[src/rtl/core_run_sequencer.sv]
// Core-domain run sequencer: drives core reset, execute enable and base address.
// Optional breakpoint support is enabled by defining CORE_SEQ_BREAKPOINT_EN.
module core_run_sequencer #(
   parameter int ADDR_WIDTH = 32,
   parameter int STAT_WIDTH = 16,
   parameter int RST_CYCLES = 4
) (
   input  logic                  CCLK,
   input  logic                  CRST,
   input  logic                  CMD_START,
   input  logic                  CMD_STEP,
   input  logic                  CMD_STOP,
   input  logic [ADDR_WIDTH-1:0] CMD_ADDR,
   input  logic [31:0]           CMD_MAXCYC,
`ifdef CORE_SEQ_BREAKPOINT_EN
   input  logic [31:0]           BKPT_CYCLE,
`endif
   output logic                  CORE_RST,
   output logic                  CEXEC,
   output logic [ADDR_WIDTH-1:0] CMEM_ADDR,
   input  logic [STAT_WIDTH-1:0] CSTAT,
   output logic [2:0]            RUN_STATE,
   output logic [31:0]           CYCLES,
   output logic                  DONE,
   output logic [1:0]            REASON,
   output logic [STAT_WIDTH-1:0] RESULT_STAT
);

   typedef enum logic [2:0] {
      S_IDLE  = 3'd0,
      S_RESET = 3'd1,
      S_RUN   = 3'd2,
      S_PAUSE = 3'd3,
      S_STEP  = 3'd4,
      S_DONE  = 3'd5
   } state_t;

   localparam logic [7:0] RST_CNT_LAST = 8'(RST_CYCLES - 1);

   state_t                r_state;
   logic [7:0]            r_rst_cnt;
   logic                  r_core_rst;
   logic                  r_cexec;
   logic [ADDR_WIDTH-1:0] r_addr;
   logic [31:0]           r_maxcyc;
   logic [31:0]           r_cycles;
   logic                  r_done;
   logic [1:0]            r_reason;
   logic [STAT_WIDTH-1:0] r_result;

   logic [31:0] w_cyc_inc;
   logic        w_fault;
   logic        w_halt;
   logic        w_timeout;
   logic        w_exit;
   logic [1:0]  w_exit_reason;
   logic        w_bkpt_hit;

   // Count of executed cycles including the one in progress; saturates.
   assign w_cyc_inc = (r_cycles == 32'hFFFF_FFFF) ? r_cycles : r_cycles + 32'd1;

   assign w_fault       = CSTAT[14];
   assign w_halt        = CSTAT[15];
   assign w_timeout     = (r_maxcyc != 32'd0) && (w_cyc_inc == r_maxcyc);
   assign w_exit        = w_fault || w_halt || w_timeout;
   assign w_exit_reason = w_fault ? 2'd3 : (w_halt ? 2'd1 : 2'd2);

`ifdef CORE_SEQ_BREAKPOINT_EN
   // Trigger only when the count actually moves onto the value, so a resume
   // (or a saturated counter) never re-fires on the same value.
   assign w_bkpt_hit = (r_state == S_RUN) && (BKPT_CYCLE != 32'd0) &&
                       (w_cyc_inc == BKPT_CYCLE) && (w_cyc_inc != r_cycles);
`else
   assign w_bkpt_hit = 1'b0;
`endif

   always_ff @(posedge CCLK) begin
      if (CRST) begin
         r_state    <= S_IDLE;
         r_rst_cnt  <= 8'd0;
         r_core_rst <= 1'b1;
         r_cexec    <= 1'b0;
         r_addr     <= '0;
         r_maxcyc   <= 32'd0;
         r_cycles   <= 32'd0;
         r_done     <= 1'b0;
         r_reason   <= 2'd0;
         r_result   <= '0;
      end else begin
         r_done <= 1'b0;
         case (r_state)
            S_IDLE, S_DONE: begin
               if (CMD_START) begin
                  r_addr     <= CMD_ADDR;
                  r_maxcyc   <= CMD_MAXCYC;
                  r_cycles   <= 32'd0;
                  r_reason   <= 2'd0;
                  r_result   <= '0;
                  r_rst_cnt  <= 8'd0;
                  r_core_rst <= 1'b1;
                  r_state    <= S_RESET;
               end
            end
            S_RESET: begin
               if (r_rst_cnt == RST_CNT_LAST) begin
                  r_state    <= S_RUN;
                  r_core_rst <= 1'b0;
                  r_cexec    <= 1'b1;
               end else begin
                  r_rst_cnt <= r_rst_cnt + 8'd1;
               end
            end
            S_RUN, S_STEP: begin
               r_cycles <= w_cyc_inc;
               if (w_exit) begin
                  r_state  <= S_DONE;
                  r_cexec  <= 1'b0;
                  r_done   <= 1'b1;
                  r_reason <= w_exit_reason;
                  r_result <= CSTAT;
               end else if ((r_state == S_STEP) || w_bkpt_hit || CMD_STOP) begin
                  // STOP is only honoured in RUN; a STEP cycle always returns to PAUSE.
                  r_state <= S_PAUSE;
                  r_cexec <= 1'b0;
               end
            end
            S_PAUSE: begin
               if (CMD_STOP) begin
                  r_state  <= S_DONE;
                  r_done   <= 1'b1;
                  r_reason <= 2'd3;
                  r_result <= CSTAT;
               end else if (CMD_START) begin
                  r_state <= S_RUN;
                  r_cexec <= 1'b1;
               end else if (CMD_STEP) begin
                  r_state <= S_STEP;
                  r_cexec <= 1'b1;
               end
            end
            default: begin
               r_state    <= S_IDLE;
               r_core_rst <= 1'b1;
               r_cexec    <= 1'b0;
            end
         endcase
      end
   end

   assign CORE_RST    = r_core_rst;
   assign CEXEC       = r_cexec;
   assign CMEM_ADDR   = r_addr;
   assign RUN_STATE   = r_state;
   assign CYCLES      = r_cycles;
   assign DONE        = r_done;
   assign REASON      = r_reason;
   assign RESULT_STAT = r_result;

endmodule

[config.mk]
export PLATFORM = sky130hd
export DESIGN_NAME = core_run_sequencer
export DESIGN_NICKNAME = d
export VERILOG_FILES = /design/src/rtl/core_run_sequencer.sv
export SDC_FILE = /design/constraint.sdc
export NUM_CORES = 1
export LEC_CHECK = 0
export BUFFER_PORTS_ARGS = -buffer_cell sky130_fd_sc_hd__buf_2
export CORE_MARGIN = 2
export CORE_UTILIZATION = 25
export CTS_CLUSTER_DIAMETER = 200
export DETAILED_ROUTE_END_ITERATION = 6
export HOLD_SLACK_MARGIN = 0.12
export PLACE_DENSITY = 0.54
export SYNTH_ARGS = -nofsm -noshare
export SYNTH_HDL_FRONTEND = slang
export SYNTH_SLANG_ARGS = --single-unit
[constraint.sdc]
create_clock -name CCLK -period 9.9 [get_ports CCLK]
set_clock_uncertainty 0.15 [all_clocks]
set_input_delay 0.99 -clock CCLK [delete_from_list [all_inputs] [get_ports CCLK]]
set_output_delay 0.99 -clock CCLK [all_outputs]
set_load 0.03 [all_outputs]
# Yosys cells after proc, flatten, opt, wreduce, memory -nomap -nowiden
# Cells that the tools add are included.
# Widths: inputs -> output; s select.
# word_totals
regBits,128
output_inout_bits,88
elab_cells,87
# op_classes
addsub,2
eq_ne,17
n_mux,37
bitwise,2
n_reduce_logical,19
# op_table
cell,n
$mux 32,2
$pmux 32 s2,1
$mux 16,3
$pmux 16 s3,1
$add 32x1->32 const B,1
$eq 32x32->1,1
$eq 32x32->1 const B,1
$reduce_bool 32->1,1
$mux 3,7
$mux 8,2
$pmux 8 s2,1
$ne 2x2->1 const B,6
$pmux 3 s4,1
$mux 1,10
$mux 2,5
$add 8x1->8 const B,1
$eq 8x2->1 const B,1
$reduce_and 4->1,2
$eq 3x2->1 const B,2
$eq 3x3->1 const B,2
$ne 3x3->1 const B,2
$pmux 2 s3,1
$reduce_and 3->1,2
$reduce_and 5->1,1
other kinds (14),20

# Logic depth before layout (Yosys ltp)
# Gate-level depths: netlist of run 1.
# depth
depth_word,7
mapped_depth,14
ltp_nobuf,11

# Worst setup path after synthesis of run 1
# Ideal clock, no wire load.
# synth_path
path_kind,register to register
start,"reg r_cycles[1], in the netlist CYCLES[1]"
end,"reg r_state[0], in the netlist RUN_STATE[0]"
setup_time_ns,0.100
t_arrival_ns,3.614
required_time_ns,9.650
path_slack_ns,6.036
stages_incl_launch_ff,12
period_less_slack_ns,3.864
path_cell_list,dfxtp_1 -> ha_1 -> nand4_1 -> or4_1 -> a2111oi_1 -> xnor2_1 -> o2111a_1 -> nand4_1 -> nor4_4 -> nor2_2 -> a21o_1 -> a2111oi_4
# synth_between
elab_chain_len,7
# synth_lines
item,line,text
start: declaration,46,logic [31:0] r_cycles;
start signal: assignment,114,r_cycles <= w_cyc_inc;
$add 32x1->32 / $eq 32x32->1 (equally long branches),60,assign w_cyc_inc = (r_cycles == 32'hFFFF_FFFF) ? r_cycles : r_cycles + 32'd1;
$mux 32 *,60,
$eq 32x32->1 *,64,assign w_timeout = (r_maxcyc != 32'd0) && (w_cyc_inc == r_maxcyc);
$logic_and 1x1->1 *,64,
$logic_or 1x1->1 *,65,assign w_exit = w_fault || w_halt || w_timeout;
$ne 3x3->1 (no line) / $mux 3 (equally long branches),--,
$reduce_and 4->1 (no line) / $pmux 3 s4 (equally long branches),--,
end signal: assignment,79,r_state <= S_IDLE;
end signal: assignment,101,r_state <= S_RESET;
end signal: assignment,106,r_state <= S_RUN;
end: declaration,40,state_t r_state;
# Every way passes the cells marked *; elsewhere a longest branch is shown, timed or not.
# A chain may end at the register's enable or synchronous reset.

# Worst setup path in the final report of run 1
# layout_path
start,"reg r_cycles[0], in the netlist CYCLES[0]"
end,"reg r_result[1], in the netlist RESULT_STAT[1]"
# layout_between
elab_chain_len,7
# layout_lines
item,line,text
$add 32x1->32 / $eq 32x32->1 (equally long branches),60,
$mux 32 *,60,
$eq 32x32->1 *,64,
$logic_and 1x1->1 *,64,
$logic_or 1x1->1 *,65,
$ne 2x2->1 (no line) *,--,
$reduce_and 4->1 (no line) *,--,
end signal: assignment,88,r_result <= '0;
end signal: assignment,98,r_result <= '0;
end signal: assignment,120,r_result <= CSTAT;
end: declaration,49,logic [STAT_WIDTH-1:0] r_result;
# Marks and branches as above.

==> results of run 1 <==
-- logic make-up (layout without fill, tap and decap cells) --
| group | after synthesis | in the layout | share of synthesized area [%] |
|---|---|---|---|
| multiplexers | 5 | 5 | 0.750 |
| other | 0 | 6 | 0 |
| flip-flops | 128 | 128 | 37.5 |
| AO/OA/AOI/OAI | 236 | 236 | 22.7 |
| AND/OR/NAND/NOR | 391 | 391 | 27.6 |
| adder cells (fa/ha/maj) | 2 | 2 | 0.366 |
| XOR/XNOR | 51 | 51 | 6.53 |
| buffers and inverters | 76 | 220 | 4.65 |
-- cells in the final DEF, fill, tap and decap left out, types with 4 or more instances in the layout --
cell and instances:
nor2_1 65, a31oi_1 9, xnor2_1 33, or3_1 8
a311oi_1 14, buf_4 4, and3_1 8, a21o_1 6
a21oi_1 105, inv_6 4, nor3_1 20, inv_1 12
mux2i_1 4, clkinvlp_4 4, dfxtp_1 128, o21ai_0 31
nor4_1 24, buf_2 171, a22oi_1 4, nand3_1 22
nand4b_1 5, a22o_1 17, and4_1 5, xor2_1 18
clkbuf_16 17, nand2_1 179, a211oi_1 14, or2_2 5
diode_2 6, nand4_1 23
-- worst max-delay path, cell delays in order (launching register included) --
cell and delay, ns:
dfxtp_1 0.48, ha_1 0.33, nand4_1 0.18, or2_2 0.50
o31ai_4 0.64, o311ai_0 0.22, a22oi_1 0.38, nand3_1 0.18
nor4_4 0.45, o21bai_2 0.13, a21oi_4 0.42, a22o_1 0.20
-- synth_stat cells, types with 4 or more instances --
master    instances
nor3_1           20
a31oi_1           9
a22o_1           17
nor2_1           65
xor2_1           18
a311oi_1         14
a21oi_1         106
xnor2_1          33
a21o_1            6
dfxtp_1         128
nand4b_1          5
mux2i_1           4
nand4_1          23
nor4_1           24
a211oi_1         14
and4_1            5
inv_1            12
o21ai_0          31
clkbuf_1         51
buf_2             8
and3_1            8
nand2_1         179
or3_1             8
a22oi_1           4
nand3_1          22
or2_2             5
-- through the flow --
step	area [um2]	total power [W]	hold slack (ns)	std cells
after floorplan	6840	0.00125	0.299	889
after global placement	7900	0.00149	0.288	1342
after detailed placement	7900	0.00149	0.293	1342
after CTS	8490	0.00214	0.302	1374
after global routing	8490	0.00225	0.323	1375
final	8500	0.00212	0.301	1380
-- registers in the layout, summed over array words and instances (netlist names) --
signal       count
CYCLES          32
RUN_STATE        3
CORE_RST         1
RESULT_STAT     16
r_maxcyc        32
CEXEC            1
CMEM_ADDR       32
r_rst_cnt        8
REASON           2
DONE             1
-- power breakdown --
part	switching [W]	internal [W]	leakage, nW
Combinational	0.000535	0.000250	1.96
Sequential	0.0000914	0.000596	1.04
Clock	0.000268	0.000377	0.273
-- cell type report --
type	instances	area [um2]	area share, %
Timing Repair Buffer	175	886	10.4
Clock buffer	19	433	5.09
Sequential cell	128	2560	30.1
Inverter	13	48.8	0.574
Tap cell	341	427	5.02
Multi-Input combinational cell	685	3980	46.8
Clock inverter	13	154	1.81
Antenna cell	6	15.0	0.177
-- final timing paths --
kind / start / to / slack, ns / cells past startpoint
hold / removal: CEXEC / CEXEC / 0.30 / 2
hold reg to reg: CEXEC / CEXEC / 0.30 / 2
setup / recovery: CYCLES[0] / RESULT_STAT[1] / 5.58 / 11
setup reg to reg: CYCLES[0] / RESULT_STAT[1] / 5.58 / 11
-- routing by layer --
metal | up-vias | GRT usage, % | routed length [um]
li1 | 3476 | - | -
met1 | 3322 | 21.8 | 11000
met2 | 271 | 26.9 | 10900
met3 | 44 | 5.06 | 1900
met4 | 6 | 6.65 | 643
met5 | - | 0 | 38
==> flow_metrics.py, run 1 <==
metrics = {
    "detailed_routing": {
        "initialDrtViolationCount": 409,
        "antenna_left": 0,
        "wl_per_cell_um": 17.7,
        "remaining_drc_errors": 0,
        "dr.pass1.iters": 5,
        "wl_um": 24400,
        "vias_per_cell": 5.16,
        "num_vias": 7119,
    },
    "timing": {
        "fmaxAchievable_mhz": 232,
        "worst_pin_slew_ns": 1.08,
        "final.setup.tns_ns": 0,
        "setup_viol_count_final": 0,
        "post-route-period-util_pct": 43.6,
        "slew-limit-headroom_pct": 27.8,
        "setup_ws_ns": 5.58,
        "slew_viol_final": 0,
        "hold_violations": 0,
        "fin_crit_ns": 4.32,
        "rsz0062_at_grt": "no",
    },
    "cts": {
        "tritoncts": "built",
        "clockBufferDepth": 2,
        "cts_sinks": 128,
        "cts_buffers": 17,
        "insertion_delay_ns": 0.42,
        "path_clk_slew_ns": 0.07,
        "cts_hold_buf": 0,
        "cts_resized": 0,
        "root_buffer": "clkbuf_16",
        "cts_max_level": 4,
        "cts_setup_buffers": 0,
    },
    "finish": {
        "drive_gt1_share_pct": 22.7,
        "fillers": 2902,
        "nets": 1107,
        "area_delta_synth_final_pct": 24.3,
        "postLayoutCoreUtil_pct": 31.6,
    },
    "global_route": {
        "antenna_found_initial": 9,
        "grt_usage_pct": 17.0,
        "grt_pass1_vias": 6806,
        "grt_overflow": 0,
        "grt_max_degree": 83,
        "grt_pass1_wl_um": 38300,
    },
    "placed_design": {
        "post-dp-hpwl_um": 17600,
        "port_buffers": 172,
        "gp_congestion": 0.975,
        "pre_cts_ws_ns": 5.59,
    },
    "critical_path": {
        "path_max_fanout": 17,
        "crit_type": "reg -> reg",
        "end_kind": "register",
        "cp-start-kind": "register",
        "cp.arrival_ns": 4.53,
        "cp_data_required_time_ns": 10.12,
    },
    "floorplanning": {
        "io_pins": 173,
        "core.rowCount": 60,
        "initial_utilization_pct": 25.4,
        "die-height_um": 169,
        "core_area_um2": 26900,
        "fp.dieW_um": 169,
        "die_area_um2": 28700,
    },
    "synthesis": {
        "synth-edff-count": 0,
        "netlist_instances": 889,
        "synth.top_cells.by_area": "dfxtp_1 (37%), nand2_1 (9.8%), a21oi_1 (7.8%)",
        "netlist_area_um2": 6840,
        "yosysWarnings": 0,
        "synth_top_area_cell": "dfxtp_1",
        "synth_flop_cell": "dfxtp_1",
        "synth.distinct_cells": 70,
        "yosysTopAreaCellShare_pct": 37.5,
        "syn_area_per_cell_um2": 7.69,
        "synthArstFlopShare_pct": 0,
        "ys_seq_area_share_pct": 37.5,
        "syn_nets": 976,
        "synth-seq-cells": 128,
    },
    "power": {
        "vdd_drop_max_mv": 0.130,
        "p_leak_nw": 3.28,
        "p_per_area_nw_per_um2": 249,
    },
    "hold_path": {
        "hold_path.class": "reg -> reg",
    },
    "run_status": {
        "status": "finished clean",
    },
    "flow_run": {
        "max_cap_violations": 0,
    },
}
Power figures use the tool's default switching activity.
==> run 2, diff against run 1 <==
- clock period: 9.9 -> 4.16 ns (I/O delays scaled with it)
==> run 2 against run 1 <==
Effect of this change: register-to-register slack got worse by 5.3 ns; flip-flop and latch count unchanged; via count increased by 6.4%; highest routed layer is now met4; largest cell class unchanged; critical endpoint is now RUN_STATE[0]; utilization increased by 4.5 points.
==> flow_metrics.py, run 2 (same netlist as run 1, synthesis figures left out) <==
metrics = {
    "run_status": {
        "status": "finished clean",
    },
    "floorplanning": {
        "io_pins": 173,
        "die-height_um": 169,
        "initial_utilization_pct": 25.4,
        "core_area_um2": 26900,
        "fp.dieW_um": 169,
        "die_area_um2": 28700,
        "core.rowCount": 60,
    },
    "critical_path": {
        "r2r-start": "CYCLES[1]",
        "startpoint": "CYCLES[1]",
        "cp_data_required_time_ns": 4.34,
        "cp.arrival_ns": 4.06,
        "r2r-end": "RUN_STATE[0]",
        "worstRegToRegCells": 13,
        "path_max_fanout": 8,
        "end_kind": "register",
        "cp-start-kind": "register",
        "r2r_slack_ns": 0.28,
        "crit_type": "reg -> reg",
    },
    "finish": {
        "fin_cells": 1505,
        "nets": 1238,
        "final_cell_mix": "nand2_1 (179), buf_2 (171), dfxtp_1 (128), a21oi_1 (105), dlygate4sd3_1 (80)",
        "fillers": 2838,
        "drive_gt1_share_pct": 24.9,
        "postLayoutCoreUtil_pct": 36.1,
        "multi_input_area_um2": 3980,
        "area_delta_synth_final_pct": 42.0,
        "design_area_um2": 9710,
        "antenna_cells": 0,
        "regArea_um2": 2560,
        "final_common_cell": "nand2_1",
    },
    "hold_path": {
        "hold_path.class": "reg -> reg",
        "whs_endpoint": "CEXEC",
        "hp-start": "CEXEC",
        "whs_path_depth": 2,
    },
    "detailed_routing": {
        "top_layer": "met4",
        "remaining_drc_errors": 0,
        "met2_length_um": 12300,
        "wl_per_cell_um": 17.6,
        "wl_met3_um": 1600,
        "dr.pass1.iters": 5,
        "vias_per_cell": 5.03,
        "met1_length_um": 12100,
        "initialDrtViolationCount": 586,
        "antenna_left": 0,
        "wl_um": 26500,
        "num_vias": 7574,
    },
    "global_route": {
        "grt_pass1_wl_um": 41000,
        "grt_pass1_vias": 7304,
        "grt_max_degree": 71,
        "grt_overflow": 0,
        "grt_usage_pct": 18.2,
        "antenna_found_initial": 0,
    },
    "power": {
        "power_frac_comb_pct": 38.5,
        "p_per_area_nw_per_um2": 536,
        "vdd_drop_max_mv": 0.318,
        "seqPwrFrac_pct": 31.3,
        "intPower_w": 0.00302,
        "pwr-share-clk_pct": 30.3,
        "switching_share_pct": 41.9,
        "p_total_w": 0.00521,
        "power.net_switching_w": 0.00218,
        "p_leak_nw": 3.90,
    },
    "cts": {
        "clockBufferDepth": 2,
        "cts_max_level": 4,
        "tritoncts": "built",
        "insertion_delay_ns": 0.42,
        "cts_buffers": 17,
        "cts_sinks": 128,
        "root_buffer": "clkbuf_16",
        "path_clk_slew_ns": 0.07,
    },
    "timing": {
        "fmaxAchievable_mhz": 258,
        "worst_pin_slew_ns": 0.807,
        "post-route-period-util_pct": 93.3,
        "fin_crit_ns": 3.88,
        "final.setup.tns_ns": 0,
        "setup_viol_count_final": 0,
        "slew-limit-headroom_pct": 46.0,
        "rsz0062_at_grt": "no",
        "slew_viol_final": 0,
        "hold_violations": 0,
    },
    "placed_design": {
        "port_buffers": 172,
        "post_dp_cell_area_um2": 8250,
        "gp_congestion": 0.918,
        "post-dp-hpwl_um": 18700,
        "dp.cells": 1388,
    },
    "flow_run": {
        "max_cap_violations": 0,
    },
}
==> run 2: what timing repair did <==
| action | CTS | global route |
|---|---|---|
| setup buffers | 0 | 5 |
| gates resized for setup | 0 | 2 |
| hold buffers | 79 | 1 |
| setup endpoints to repair | 0 | 20 |
| endpoints found under the hold margin | 79 | 1 |
==> run 2: final cells by class <==
class | instances | area share (%)
inverters | 13 | 0.503
flip-flops and latches | 128 | 26.4
clock buffers | 18 | 4.52
well taps | 341 | 4.39
multi-input cells | 685 | 41.0
repair buffers | 306 | 21.4
clock inverters | 14 | 1.78
==> run 2: worst max-delay path by stage <==
stage	endpoint	slack (ns)	cells after the start
after detailed placement	RUN_STATE[0]	0.14	11
after global routing	RUN_STATE[0]	0.007	13
after CTS	RUN_STATE[0]	0.12	11
final	RUN_STATE[0]	0.28	13
after global placement	RUN_STATE[0]	0.24	11
after floorplan	RUN_STATE[0]	0.30	11
==> run 2: power by group through the flow <==
stage                     Combinational (W)  Sequential [W]  Clock [W]
final                               0.00200         0.00163    0.00158
after global routing                0.00221         0.00165    0.00167
after CTS                           0.00201         0.00163    0.00162
after detailed placement            0.00195         0.00165          0
after global placement              0.00194         0.00165          0
after floorplan                     0.00117         0.00180          0
==> run 2: critical path, stage by stage (launching register included) <==
cell and delay, ns:
dfxtp_1 0.45, ha_1 0.24, nand4_1 0.22, or4_1 0.61, buf_4 0.19, nor4_1 0.31, xnor2_1 0.15, nor4_1 0.29
nand3_1 0.16, nor4_4 0.26, buf_4 0.19, nor2_2 0.06, a21o_1 0.19, a2111oi_4 0.33
==> run 2: metrics by stage <==
step | hold slack, ns | setup WS [ns]
after floorplan | 0.299 | 0.296
after global placement | 0.289 | 0.243
after detailed placement | 0.291 | 0.138
after CTS | 0.129 | 0.124
after global routing | 0.323 | 0.00653
final | 0.296 | 0.278
==> run 2: per-layer routing <==
metal / up-vias / GRT usage [%]
met5: - / 0
met4: 0 / 5.72
met3: 22 / 4.38
met2: 233 / 29.7
met1: 3602 / 23.7
li1: 3717 / -
==> run 3, diff against run 2 <==
- ABC_AREA: unset -> 1
- clock period: 4.16 -> 4.02 ns (I/O delays scaled with it)
==> run 3 against run 2 <==
Effect of this change: the run now ends with DRC left; clock power hardly changed; combinational power is essentially flat; critical path depth is 4 higher; area after synthesis fell by 2.6%; wire length fell by 9.7%; maximum frequency up 13%; critical path type unchanged.
==> flow_metrics.py, run 3 <==
metrics = {
    "finish": {
        "final_common_cell": "nand2_1",
        "area_delta_synth_final_pct": 36.0,
        "final_cell_mix": "nand2_1 (289), buf_2 (172), nor2_1 (171), dfxtp_1 (128), nand3_1 (73)",
        "fillers": 2878,
        "drive_gt1_share_pct": 20.3,
        "nets": 1332,
        "postLayoutCoreUtil_pct": 34.7,
        "design_area_um2": 9050,
    },
    "detailed_routing": {
        "wl_um": 23900,
        "top_layer": "met5",
        "initialDrtViolationCount": 553,
        "met2_length_um": 10300,
        "wl_met3_um": 1860,
        "met1_length_um": 11200,
        "num_vias": 7364,
        "vias_per_cell": 4.62,
        "dr.pass1.iters": 7,
        "remaining_drc_errors": 12,
        "wl_per_cell_um": 15.0,
        "antenna_left": 0,
    },
    "timing": {
        "worst_pin_slew_ns": 0.889,
        "slew-limit-headroom_pct": 40.7,
        "final.setup.tns_ns": 0,
        "slew_viol_final": 0,
        "setup_viol_count_final": 0,
        "fin_crit_ns": 3.44,
        "hold_violations": 0,
        "fmaxAchievable_mhz": 291,
        "post-route-period-util_pct": 85.5,
        "rsz0062_at_grt": "no",
    },
    "floorplanning": {
        "core_area_um2": 26100,
        "core.rowCount": 59,
        "die-height_um": 167,
        "io_pins": 173,
        "die_area_um2": 28000,
        "initial_utilization_pct": 25.5,
        "fp.dieW_um": 167,
    },
    "flow_run": {
        "max_cap_violations": 0,
    },
    "critical_path": {
        "cp.arrival_ns": 3.57,
        "cp-start-kind": "register",
        "path_max_fanout": 44,
        "r2r-start": "CYCLES[1]",
        "cp_slowest_cell": "dfxtp_1",
        "startpoint": "CYCLES[1]",
        "path_cells": "ha_1, inv_2, nor2_4, nand2_4, nor2_8, nand2_4, nand3_1, nand2_1, nand3b_1, nor2_1, nand3_1, nor2_1, nand2_1, nand3_1, nand3b_4, nand2_1, a21oi_2",
        "cp_data_required_time_ns": 4.15,
        "crit_type": "reg -> reg",
        "end_kind": "register",
        "slowest_delay_ns": 0.41,
    },
    "placed_design": {
        "post-dp-hpwl_um": 17800,
        "gp_congestion": 0.927,
        "post_dp_cell_area_um2": 7840,
        "port_buffers": 172,
    },
    "synthesis": {
        "yosysWarnings": 0,
        "synth_mux_area_share_pct": 0,
        "synth-compound-area-share_pct": 13.2,
        "synthSimpleGateAreaFrac_pct": 39.6,
        "synth-seq-cells": 128,
        "synth-xor-area-share_pct": 1.58,
        "syn_nets": 1109,
        "synth_adder_area_share_pct": 0.376,
        "synth.distinct_cells": 34,
        "netlist_area_um2": 6660,
        "ys_top_cells_by_count": "nand2_1 (289), nor2_1 (173), dfxtp_1 (128)",
        "synthArstFlopShare_pct": 0,
        "synth-edff-count": 0,
        "synth_flop_cell": "dfxtp_1",
        "syn_area_per_cell_um2": 6.52,
        "synth_top_family_by_area": "simple AND/OR/NAND/NOR gates",
        "synth.most_common_cell": "nand2_1",
        "netlist_instances": 1022,
        "synth_top_area_cell": "dfxtp_1",
        "ys_seq_area_share_pct": 38.5,
        "synth.top_cells.by_area": "dfxtp_1 (38%), nand2_1 (16%), nor2_1 (9.8%)",
        "yosysTopAreaCellShare_pct": 38.5,
    },
    "cts": {
        "cts_sinks": 128,
        "clockBufferDepth": 2,
        "cts_max_level": 4,
        "tritoncts": "built",
        "root_buffer": "clkbuf_16",
        "path_clk_slew_ns": 0.06,
        "insertion_delay_ns": 0.42,
        "cts_resized": 0,
        "cts_buffers": 17,
        "cts_setup_buffers": 0,
    },
    "run_status": {
        "status": "finished, violations left",
        "violations": "DRC",
    },
    "global_route": {
        "grt_usage_pct": 17.2,
        "grt_pass1_vias": 7059,
        "antenna_found_initial": 6,
        "grt_pass1_wl_um": 38100,
        "grt_overflow": 0,
        "grt_max_degree": 81,
    },
    "power": {
        "pwr-share-clk_pct": 30.1,
        "vdd_drop_max_mv": 0.293,
        "seqPwrFrac_pct": 33.0,
        "power_frac_comb_pct": 36.8,
        "switching_share_pct": 40.9,
        "p_per_area_nw_per_um2": 591,
        "p_leak_nw": 3.97,
        "power.net_switching_w": 0.00219,
        "intPower_w": 0.00316,
    },
    "hold_path": {
        "hold_path.class": "in -> reg",
        "hp-start": "CMD_MAXCYC[26]",
    },
}
[run 3: area by class of cell]
cell class / instances / area, um2 / area share [%]
Antenna cell: 1 / 2.50 / 0.0276
Clock buffer: 20 / 447 / 4.93
Clock inverter: 12 / 160 / 1.77
Inverter: 70 / 263 / 2.90
Multi-Input combinational cell: 785 / 3650 / 40.4
Sequential cell: 128 / 2560 / 28.3
Tap cell: 335 / 419 / 4.63
Timing Repair Buffer: 243 / 1550 / 17.1
[run 3: path summary, 6_finish.rpt]
| kind | cells past startpoint | end | slack, ns |
|---|---|---|---|
| max | 17 | RESULT_STAT[13] | 0.58 |
| min | 3 | r_maxcyc[26] | 0.13 |
| max reg2reg | 17 | RESULT_STAT[13] | 0.58 |
| min reg2reg | 2 | RESULT_STAT[15] | 0.31 |
[run 3: through the flow]
| stage | hold WS, ns | total power [W] | setup slack, ns | std cells |
|---|---|---|---|---|
| 2_1_floorplan | 0.307 | 0.00315 | 0.984 | 1022 |
| 3_3_place_gp | 0.298 | 0.00372 | 0.596 | 1500 |
| 3_5_place_dp | 0.305 | 0.00372 | 0.557 | 1500 |
| 4_1_cts | 0.121 | 0.00541 | 0.553 | 1593 |
| 5_1_grt | 0.132 | 0.00573 | 0.212 | 1593 |
| 6_report | 0.134 | 0.00535 | 0.582 | 1594 |
[run 3: worst max-delay path, delay by kind of cell, from the launching register on]
| family | cells | cell delay [ns] |
|---|---|---|
| flip-flops | 1 | 0.41 |
| adder cells (fa/ha/maj) | 1 | 0.38 |
| AO/OA/AOI/OAI | 1 | 0.05 |
| AND/OR/NAND/NOR | 14 | 2.19 |
| buffers and inverters | 1 | 0.08 |
[run 3: routing by layer]
| metal | vias to the layer above | global-route usage (%) |
|---|---|---|
| met3 | 39 | 4.44 |
| met5 | - | 0 |
| li1 | 3756 | - |
| met1 | 3297 | 23.4 |
| met2 | 262 | 26.3 |
| met4 | 10 | 5.97 |
[run 3: cell families (layout without fill, tap and decap cells)]
family                     count (synthesis)  count (layout)
AOI/OAI and AO/OA                        163             163
xor gates and xnor gates                  12              12
DFF                                      128             128
and+or+nand+nor                          608             608
buffers and inverters                    109             345
adders and majority gates                  2               2
other                                      0               1
[run 3: power groups by stage]
stage	Clock, W	Combinational [W]	Sequential (W)
global placement	0	0.00194	0.00178
CTS	0.00166	0.00199	0.00176
detailed placement	0	0.00194	0.00178
floorplan	0	0.00106	0.00209
finish	0.00161	0.00197	0.00177
global route	0.00172	0.00220	0.00181
[run 3: repair_timing]
item / in CTS / in global routing
endpoints found under the hold margin: 61 / 0
hold buffers: 61 / 0
endpoints found under the setup margin: 0 / 0
